[src/rtl/iob_mux_arb_pkg.sv]
// iob_mux_arb shared definitions: parameter defaults and lock FSM states.
// Feature macro IOB_MUX_ARB_LAST_LOCK_EN selects frame locking on last.
package iob_mux_arb_pkg;

    localparam int DATA_W_DEF = 8;
    localparam int N_DEF      = 2;

    typedef enum logic {
        ST_IDLE   = 1'b0,
        ST_LOCKED = 1'b1
    } lock_st_e;

endpackage

[src/rtl/iob_rr_grant.sv]
// Round-robin grant: rotate requests so ptr is at bit 0,
// then pick the lowest set bit and map it back to a stream index.
module iob_rr_grant
    import iob_mux_arb_pkg::*;
#(
    parameter int N     = N_DEF,
    parameter int SEL_W = 1
) (
    input  logic [N-1:0]     req_i,
    input  logic [SEL_W-1:0] ptr_i,
    output logic [SEL_W-1:0] gnt_id_o,
    output logic             gnt_vld_o
);

    logic [2*N-1:0] req2;
    logic [N-1:0]   rot;
    int             idx;

    // rotate-then-priority-encode; the reverse loop lets the lowest bit win
    always_comb begin
        gnt_id_o  = '0;
        gnt_vld_o = 1'b0;
        idx       = 0;
        req2      = {req_i, req_i};
        rot       = N'(req2 >> ptr_i);
        for (int i = N - 1; i >= 0; i--) begin
            if (rot[i]) begin
                idx       = (int'(ptr_i) + i) % N;
                gnt_id_o  = SEL_W'(idx);
                gnt_vld_o = 1'b1;
            end
        end
    end

endmodule

[src/rtl/iob_mux_arb.sv]
// N-to-1 valid/ready stream merge with round-robin arbitration and a
// registered output. Define IOB_MUX_ARB_LAST_LOCK_EN to keep frames whole.
module iob_mux_arb
    import iob_mux_arb_pkg::*;
#(
    parameter int  DATA_W = DATA_W_DEF,
    parameter int  N      = N_DEF,
    localparam int SEL_W  = (N > 1) ? $clog2(N) : 1
) (
    input  logic              clk_i,
    input  logic              rst_n_i,
    input  logic [N*DATA_W-1:0] data_i,
    input  logic [N-1:0]      valid_i,
    input  logic [N-1:0]      last_i,
    output logic [N-1:0]      ready_o,
    output logic [DATA_W-1:0] data_o,
    output logic              valid_o,
    output logic              last_o,
    output logic [SEL_W-1:0]  sel_o,
    input  logic              ready_i
);

    logic [SEL_W-1:0]  ptr_q, ptr_d;
    logic [DATA_W-1:0] data_q, data_d;
    logic              valid_q, valid_d;
    logic              last_q, last_d;
    logic [SEL_W-1:0]  sel_q, sel_d;

    logic [SEL_W-1:0]  arb_id;
    logic              arb_vld;
    logic [SEL_W-1:0]  gnt_id;
    logic              gnt_vld;
    logic              can_load;
    logic              xfer;
    logic              ptr_adv;

    iob_rr_grant #(
        .N     (N),
        .SEL_W (SEL_W)
    ) u_grant (
        .req_i     (valid_i),
        .ptr_i     (ptr_q),
        .gnt_id_o  (arb_id),
        .gnt_vld_o (arb_vld)
    );

`ifdef IOB_MUX_ARB_LAST_LOCK_EN
    lock_st_e         st_q, st_d;
    logic [SEL_W-1:0] lock_id_q, lock_id_d;
    logic             gnt_last;

    // lock state and owner of the frame in progress
    always_ff @(posedge clk_i) begin
        if (!rst_n_i) begin
            st_q      <= ST_IDLE;
            lock_id_q <= '0;
        end else begin
            st_q      <= st_d;
            lock_id_q <= lock_id_d;
        end
    end

    // while locked only the owner may be served; a gap in it is a bubble
    always_comb begin
        gnt_id  = arb_id;
        gnt_vld = arb_vld;
        if (st_q == ST_LOCKED) begin
            gnt_id  = lock_id_q;
            gnt_vld = valid_i[lock_id_q];
        end
    end

    assign gnt_last = last_i[gnt_id];
    assign ptr_adv  = xfer && gnt_last;

    // open a lock on a non-final beat, close it on the owner's last beat
    always_comb begin
        st_d      = st_q;
        lock_id_d = lock_id_q;
        unique case (st_q)
            ST_IDLE: begin
                if (xfer && !gnt_last) begin
                    st_d      = ST_LOCKED;
                    lock_id_d = gnt_id;
                end
            end
            ST_LOCKED: begin
                if (xfer && gnt_last) begin
                    st_d = ST_IDLE;
                end
            end
            default: st_d = ST_IDLE;
        endcase
    end
`else
    assign gnt_id  = arb_id;
    assign gnt_vld = arb_vld;
    assign ptr_adv = xfer;
`endif

    assign can_load = !valid_q || ready_i;
    assign xfer     = rst_n_i && can_load && gnt_vld;

    // one-hot accept towards the granted producer
    always_comb begin
        ready_o = '0;
        if (xfer) begin
            ready_o[gnt_id] = 1'b1;
        end
    end

    // output stage: load on transfer, retire on downstream accept
    always_comb begin
        data_d  = data_q;
        last_d  = last_q;
        sel_d   = sel_q;
        valid_d = valid_q;
        if (xfer) begin
            data_d  = data_i[int'(gnt_id)*DATA_W +: DATA_W];
            last_d  = last_i[gnt_id];
            sel_d   = gnt_id;
            valid_d = 1'b1;
        end else if (valid_q && ready_i) begin
            valid_d = 1'b0;
        end
    end

    // pointer moves past the stream whose grant is released
    always_comb begin
        ptr_d = ptr_q;
        if (ptr_adv) begin
            if (gnt_id == SEL_W'(N - 1)) begin
                ptr_d = '0;
            end else begin
                ptr_d = gnt_id + 1'b1;
            end
        end
    end

    // output and pointer registers
    always_ff @(posedge clk_i) begin
        if (!rst_n_i) begin
            data_q  <= '0;
            last_q  <= 1'b0;
            sel_q   <= '0;
            valid_q <= 1'b0;
            ptr_q   <= '0;
        end else begin
            data_q  <= data_d;
            last_q  <= last_d;
            sel_q   <= sel_d;
            valid_q <= valid_d;
            ptr_q   <= ptr_d;
        end
    end

    assign data_o  = data_q;
    assign last_o  = last_q;
    assign sel_o   = sel_q;
    assign valid_o = valid_q;

endmodule

[config.mk]
export PLATFORM = sky130hd
export DESIGN_NAME = iob_mux_arb
export DESIGN_NICKNAME = d
export VERILOG_FILES = /design/src/rtl/iob_mux_arb_pkg.sv /design/src/rtl/iob_rr_grant.sv /design/src/rtl/iob_mux_arb.sv
export SDC_FILE = /design/constraint.sdc
export NUM_CORES = 1
export LEC_CHECK = 0
export CORE_UTILIZATION = 41
export CTS_BUF_LIST = sky130_fd_sc_hd__clkbuf_4
export DETAILED_ROUTE_END_ITERATION = 10
export PLACE_DENSITY = 0.86
export SYNTH_ARGS = -nofsm -noshare
export SYNTH_HDL_FRONTEND = slang
export SYNTH_SLANG_ARGS = --single-unit
[constraint.sdc]
create_clock -name clk_i -period 2.25 [get_ports clk_i]
set_input_delay 0.3375 -clock clk_i [delete_from_list [all_inputs] [get_ports clk_i]]
set_output_delay 0.3375 -clock clk_i [all_outputs]
set_load 0.05 [all_outputs]
Word-level counts from Yosys, hierarchy flattened
Cells that the tools add are included.
{ "totals": {"reg_bits": 12, "in_bits": 23, "output_inout_bits": 13, "elab_cells": 30} }
{ "op_classes": {"n_addsub": 2, "n_lt_le_gt_ge": 2, "shifts": 2, "n_mux": 12, "reduce_logical": 7} }
{ "ops": {"columns": ["operator", "n"], "rows": [
  ["$shiftx A16 B5 Y8", 1],
  ["$mux W1", 10],
  ["$logic_and A1 B1 Y1", 4],
  ["$shr A4 B1 Y2", 1],
  ["$add A1 B1 Y1 const B", 2],
  ["$lt A1 B2 Y1 const B", 1],
  ["$mux W2", 1],
  ["$reduce_bool A2 Y1", 1],
  ["$demux W1 S1", 1],
  ["$ge A1 B1 Y1 const B", 1],
  ["$logic_not A1 Y1", 1],
  ["$logic_or A1 B1 Y1", 1]
]} }

Longest topological paths before layout
Gate-level depths: netlist of the first run.
{ "logic_depth": {"ltp_word": 8, "depth_mapped": 4, "mapped_depth_nobuf": 3} }

By module
Synthesis of the first run repeated with hierarchy kept, for this count alone.
{ "hier_totals": {"cells_unflattened": 63, "area_unflattened_um2": 639.4} }
{ "modules_own_cells": {"columns": ["module", "n_inst", "cells_each", "area_per_inst_um2"], "rows": [
  ["iob_mux_arb", 1, 60, 621.8],
  ["iob_rr_grant", 1, 3, 17.5]
]} }

Least setup slack after synthesis of the first run
Ideal clock, no wire load.
{ "synth_timing": {"path_kind": "register -> output", "start": "reg valid_q (netlist: valid_o)", "end": "out ready_o[0]", "arrival_time_ps": 2042, "setup_slack_ps": -130, "stages_incl_launch_ff": 4, "n_path_buf": 1, "path_cell_list": "dfxtp_1 -> nor2b_2 -> buf_2 -> a211oi_1"} }
{ "synth_via": {"elab_chain_len": 5} }
{ "synth_rtl": {"columns": ["item", "line_no", "source"], "rows": [
  ["from (decl)", "iob_mux_arb.sv:25", "logic valid_q, valid_d;"],
  ["from (signal assigned)", "iob_mux_arb.sv:152", "valid_q <= valid_d;"],
  ["$logic_not A1 Y1", "iob_mux_arb.sv:101", "assign can_load = !valid_q || ready_i;"],
  ["$logic_or A1 B1 Y1", "iob_mux_arb.sv:101", null],
  ["$logic_and A1 B1 Y1 (2 in series)", "iob_mux_arb.sv:102", "assign xfer = rst_n_i && can_load && gnt_vld;"],
  ["$mux W2", "iob_mux_arb.sv:107", "if (xfer) begin"],
  ["to (decl)", "iob_mux_arb.sv:15", "output logic [N-1:0] ready_o,"]
]} }
Every way passes these cells.

Worst setup path after layout of the first run
{ "layout_timing": {"start": "in ready_i", "end": "out ready_o[1]"} }
{ "layout_via": {"elab_chain_len": 4} }
{ "layout_rtl": {"columns": ["item", "line_no", "source"], "rows": [
  ["from (decl)", "iob_mux_arb.sv:20", "input logic ready_i"],
  ["$logic_or A1 B1 Y1", "iob_mux_arb.sv:101", null],
  ["$logic_and A1 B1 Y1 (2 in series)", "iob_mux_arb.sv:102", null],
  ["$mux W2", "iob_mux_arb.sv:107", null]
]} }
Every way passes these cells.

==> impl_metrics.csv, run 1 <==
group,metric,value,unit
global_route,gr-total-overflow,0,
setup_path,critPathLaunchType,"input pin",
sta,finalSetupTns,0,ns
logic_synthesis,synthTopCellsByCount,"12 x dfxtp_1, 9 x a21boi_0, 9 x a311o_1, 9 x o221a_1, 4 x clkbuf_1",
setup_path,slowest_stage,"nor2b_2",
sta,clock_skew,0.00234,ns
logic_synthesis,synth_edf_count,0,
clocking,post_cts_buffers,0,
logic_synthesis,yosysUniqueCellTypes,18,
die,core,1370,um2
logic_synthesis,synth_warnings,0,
sta,report.final.hold_viol_count,0,
routing,wire_per_inst,15.6,um
layout,area_growth,64.9,%
pwr,p_clk_frac,0.227,
layout,stdcell_count,108,
sta,fmax,475,MHz
place,gp_congestion,0.628,
sta,worst_slew_pin_slew,0.628,ns
place,placed_area,1010,um2
global_route,grt.met1_usage,0.239,
logic_synthesis,yosysSeqAreaShare,0.382,
layout,nFillCells,111,
place,dp.final_hpwl,1.19,mm
logic_synthesis,synthArstFlopShare,0,
pwr,intPower,0.000397,W
die,dieArea,1690,um2
setup_path,path_class,"in -> out",
worst_hold_path,min_from,"sel_o",
global_route,grt_pass1_vias,539,
logic_synthesis,synthCells,57,
clocking,cts-root-buf,"clkbuf_4",
global_route,busiest_layer,"met2",
die,io_pins,36,
global_route,met3_usage,0.0543,
sta,setup_violations,0,
sta,period_needed,2.10,ns
logic_synthesis,ys_ff_latch,12,
layout,final_util,0.758,
logic_synthesis,synth_flop_cell,"dfxtp_1",
routing,firstDrtPassIters,2,
sta,fin_hold_ws,0.493,ns
sta,rsz0062_at_grt,"false",
sta,drv_slew,0,
worst_hold_path,min_path_cells,2,
global_route,track_usage,0.209,
clocking,clkSinkCount,12,
clocking,cts_max_level,1,
routing,wirelength,1.69,mm
setup_path,reg2reg_from,"ptr_q",
clocking,ctsHoldBuffers,0,
layout,final_cell_area,1040,um2
logic_synthesis,syn_area,628,um2
pwr,power_density,573,nW/um2
sta,fin_crit_sh,0.935,
global_route,grt_pass1_wl,2.27,mm
pwr,switching_share,0.332,
clocking,clock_latency,0.26,ns
global_route,grt_max_degree,22,
routing,vias,631,
logic_synthesis,yosysMostFrequentCell,"dfxtp_1",
die,initial_core_util,0.460,
routing,drt-vias-per-instance,5.84,
layout,antenna_cells,0,
setup_path,path_cells,"clkdlybuf4s50_1, nor2b_2, nand4b_1, inv_1, buf_12",
die,rows,13,
place,dp.cells,104,
pwr,p_leak,0.379,nW
setup_path,crit_path_end_kind,"output pin",
pwr,vdd_drop_max,0.303,mV
setup_path,cp_max_fo,14,
logic_synthesis,synth_top_cells_by_area,"dfxtp_1 38%, o221a_1 16%, a311o_1 14%, a21boi_0 11%, buf_6 3.6%",
clocking,clkTransAtPathRegs,0.08,ns
setup_path,reg2regPathDepth,4,
status,outcome,"completed",
flow_run,drv_cap,0,
worst_hold_path,min_path_type,"reg -> reg",
routing,drc,0,
routing,drt-initial-drc-count,12,
layout,nNetsFinal,117,
sta,maxSlewHeadroom,0.579,
clocking,cts_buffers,3,
setup_path,critPathMaxStageDelay,0.52,ns
setup_path,regToRegSetupSlack,0.73,ns
logic_synthesis,yosysTopAreaCellShare,0.382,
setup_path,reg2reg_to,"data_o[0]",
logic_synthesis,syn_nets,80,
place,numPortBuffers,35,
clocking,cts_tree,"built",
logic_synthesis,syn_avg_cell_area,11.0,um2
pwr,comb_power_share,0.372,
global_route,met2_usage,0.359,
setup_path,required,1.91,ns
die,die_w,41.1,um
die,die_y,41.1,um
layout,final_layout_size_suffix_gt1_frac,0.140,
pwr,power_frac_seq,0.401,
worst_hold_path,min_to,"sel_o",
clocking,ctsResizeCount,0,
pwr,power.switching,0.000197,W
routing,ant_nets,0,
clocking,clockBufferDepth,2,
setup_path,arrival,1.77,ns
logic_synthesis,synth_top_area_cell,"dfxtp_1",
global_route,antenna_found_initial,0,
sequential cells by signal, indices dropped and copies added, names as in the netlist:
name / flops
last_o: 1
sel_o: 1
data_o: 8
ptr_q: 1
valid_o: 1
power groups by stage:
| stage | combinational [W] | sequential (W) | clock [W] |
|---|---|---|---|
| floorplan | 0.0000757 | 0.000297 | 0 |
| global placement | 0.000219 | 0.000242 | 0 |
| detailed placement | 0.000220 | 0.000243 | 0 |
| CTS | 0.000221 | 0.000238 | 0.000137 |
| global route | 0.000232 | 0.000241 | 0.000149 |
| finish | 0.000221 | 0.000238 | 0.000135 |
critical path, delay by kind of cell:
kind,cells,cell delay (ns)
buffers and inverters,3,0.67
and+or+nand+nor,2,0.75
cell usage in the layout, fill, tap and decap left out, drive strengths merged:
| cell type | instances |
|---|---|
| a211oi | 1 |
| a21boi | 10 |
| a311o | 9 |
| buf | 6 |
| clkbuf | 3 |
| clkdlybuf4s50 | 33 |
| clkinv | 1 |
| dfxtp | 12 |
| inv | 1 |
| nand2b | 1 |
| nand4b | 1 |
| nor2 | 1 |
| nor2b | 1 |
| o211a | 1 |
| o21ai | 2 |
| o221a | 9 |
| o31a | 1 |
cells by family after synthesis:
logic type	count (synthesis)	share of synthesized area
flip-flops	12	0.382
AND/OR/NAND/NOR	4	0.0558
AO/OA/AOI/OAI	33	0.488
buffers and inverters	8	0.0737
worst max-delay path by stage:
stage / startpoint / to / slack, ns / cells past startpoint
2_1_floorplan: valid_o / ready_o[0] / 0.36 / 3
5_1_grt: ready_i / ready_o[1] / 0.06 / 5
6_report: ready_i / ready_o[1] / 0.15 / 5
3_5_place_dp: ready_i / ready_o[1] / 0.19 / 5
4_1_cts: ready_i / ready_o[1] / 0.18 / 5
3_3_place_gp: valid_i[0] / data_o[6] / 0.22 / 5
metrics by stage:
stage | worst slack, ns | power, W
floorplan | 0.359 | 0.000372
global placement | 0.221 | 0.000461
detailed placement | 0.189 | 0.000463
CTS | 0.176 | 0.000597
global route | 0.0623 | 0.000621
finish | 0.146 | 0.000594
layout make-up:
cell class,instances,area [um2],share of cell area
Clock inverter,1,3.75,0.00362
Sequential cell,12,240,0.232
Multi-Input combinational cell,37,347,0.335
Tap cell,15,18.8,0.0181
Clock buffer,3,22.5,0.0217
Timing Repair Buffer,39,400,0.386
Inverter,1,3.75,0.00362
metal layers:
metal  vias to the layer above  routed length (um)
met5                         -                   0
li1                        315                   -
met4                         0                  15
met3                         2                 108
met2                        25                 793
met1                       289                 769
(Power assumes the default switching activity.)
==> run 2: changes to the inputs <==
==> constraint.sdc (replaced) <==
create_clock -name clk_i -period 2.25 [get_ports clk_i]
set_input_delay 0.3375 -clock clk_i [delete_from_list [all_inputs] [get_ports clk_i]]
set_output_delay 0.3375 -clock clk_i [all_outputs]
set_load 0.01 [all_outputs]
==> impl_metrics.csv, run 2 (synthesis gave the netlist of run 1 again) <==
group,metric,value,unit
routing,ant_nets,0,
sta,rsz0062_at_grt,"false",
clocking,cts_max_level,1,
routing,drc,0,
layout,antenna_cells,0,
layout,nFillCells,106,
sta,drv_slew,0,
setup_path,cp_max_fo,4,
setup_path,crit_path_end_kind,"output pin",
pwr,power_density,518,nW/um2
layout,area_growth,64.3,%
layout,largest_reg_flops,8,
sta,fin_hold_ws,0.494,ns
setup_path,crit_start,"valid_i[0]",
global_route,track_usage,0.231,
setup_path,reg2reg_from,"ptr_q",
clocking,post_cts_buffers,0,
routing,vias,649,
sta,clock_skew,0.00323,ns
clocking,cts_buffers,3,
status,outcome,"completed",
clocking,clkSinkCount,12,
clocking,clockBufferDepth,2,
global_route,gr-total-overflow,0,
sta,fmax,477,MHz
clocking,cts_tree,"built",
sta,period_needed,2.10,ns
layout,final_layout_size_suffix_gt1_frac,0.137,
die,dieArea,1690,um2
global_route,grt_pass1_wl,2.53,mm
routing,drt-initial-drc-count,19,
layout,nNetsFinal,120,
setup_path,required,1.91,ns
worst_hold_path,min_path_type,"reg -> reg",
routing,drt-vias-per-instance,5.90,
die,die_y,41.1,um
place,dp_slack,0.0921,ns
flow_run,drv_cap,0,
global_route,grt_max_degree,12,
sta,setup_violations,0,
routing,wirelength,1.80,mm
clocking,cts-root-buf,"clkbuf_4",
layout,final_cell_mix,"34 x clkdlybuf4s50_1, 12 x dfxtp_1, 9 x a21boi_0, 9 x a311o_1, 9 x o221a_1",
global_route,antenna_found_initial,0,
worst_hold_path,min_path_cells,2,
layout,mostFrequentLayoutCell,"clkdlybuf4s50_1",
place,numPortBuffers,35,
sta,finalSetupTns,0,ns
routing,firstDrtPassIters,3,
worst_hold_path,min_from,"sel_o",
die,core,1370,um2
place,gp_congestion,0.665,
setup_path,path_class,"in -> out",
pwr,p_leak,0.396,nW
sta,maxSlewHeadroom,0.809,
clocking,clock_latency,0.27,ns
routing,wire_per_inst,16.4,um
die,rows,13,
setup_path,arrival,1.76,ns
die,io_pins,36,
setup_path,critPathLaunchType,"input pin",
sta,setup_slack,0.153,ns
sta,fin_crit_sh,0.932,
place,dp.final_hpwl,1.25,mm
die,die_w,41.1,um
sta,report.final.hold_viol_count,0,
die,initial_core_util,0.460,
setup_path,reg2regPathDepth,4,
pwr,vdd_drop_max,0.338,mV
sta,worst_slew_pin_slew,0.285,ns
global_route,grt_pass1_vias,580,
clocking,clkTransAtPathRegs,0.07,ns
## run 2: final timing paths
| check | slack (ns) | to |
|---|---|---|
| max | 0.15 | ready_o[1] |
| min | 0.49 | sel_o |
| max reg2reg | 0.87 | data_o[2] |
| min reg2reg | 0.49 | sel_o |
## run 2: area by class of cell
type	count	area, um2	share of cell area
repair buffers	42	405	0.393
flip-flops and latches	12	240	0.233
inverters	1	3.75	0.00364
clock buffers	3	22.5	0.0218
well taps	15	18.8	0.0182
multi-input cells	37	342	0.331
## run 2: stage by stage
| stage | cells | power (W) | utilization | cell area, um2 |
|---|---|---|---|---|
| global route | 110 | 0.000560 | 0.755 | 1030 |
| floorplan | 57 | 0.000318 | - | 628 |
| global placement | 107 | 0.000405 | 0.737 | 1010 |
| detailed placement | 107 | 0.000409 | 0.737 | 1010 |
| CTS | 110 | 0.000540 | 0.754 | 1030 |
| finish | 110 | 0.000535 | 0.755 | 1030 |
## run 2: metal layers
| metal | wire [um] | share of wire | track usage | up-vias |
|---|---|---|---|---|
| met5 | 0 | 0 | 0 | - |
| met4 | 29 | 0.016 | 0.145 | 0 |
| met3 | 87 | 0.048 | 0.0380 | 4 |
| met2 | 849 | 0.47 | 0.359 | 23 |
| met1 | 836 | 0.46 | 0.291 | 309 |
| li1 | - | - | - | 313 |
## run 2: where the power goes
part	switching, W	internal (W)	total [W]
clock	0.0000672	0.0000618	0.000129
combinational	0.0000656	0.000102	0.000168
sequential	0.00000888	0.000230	0.000238
total	0.000142	0.000394	0.000535
## run 2: repair_timing
item,in CTS,in global routing
gates resized for setup,0,1
endpoints found under the setup margin,0,1
hold buffers,0,0
## run 2: critical path, stage by stage
cell	delay (ns)
clkdlybuf4s50_1	0.46
nand2b_1	0.18
nand4b_1	0.17
inv_1	0.08
clkdlybuf4s50_1	0.53
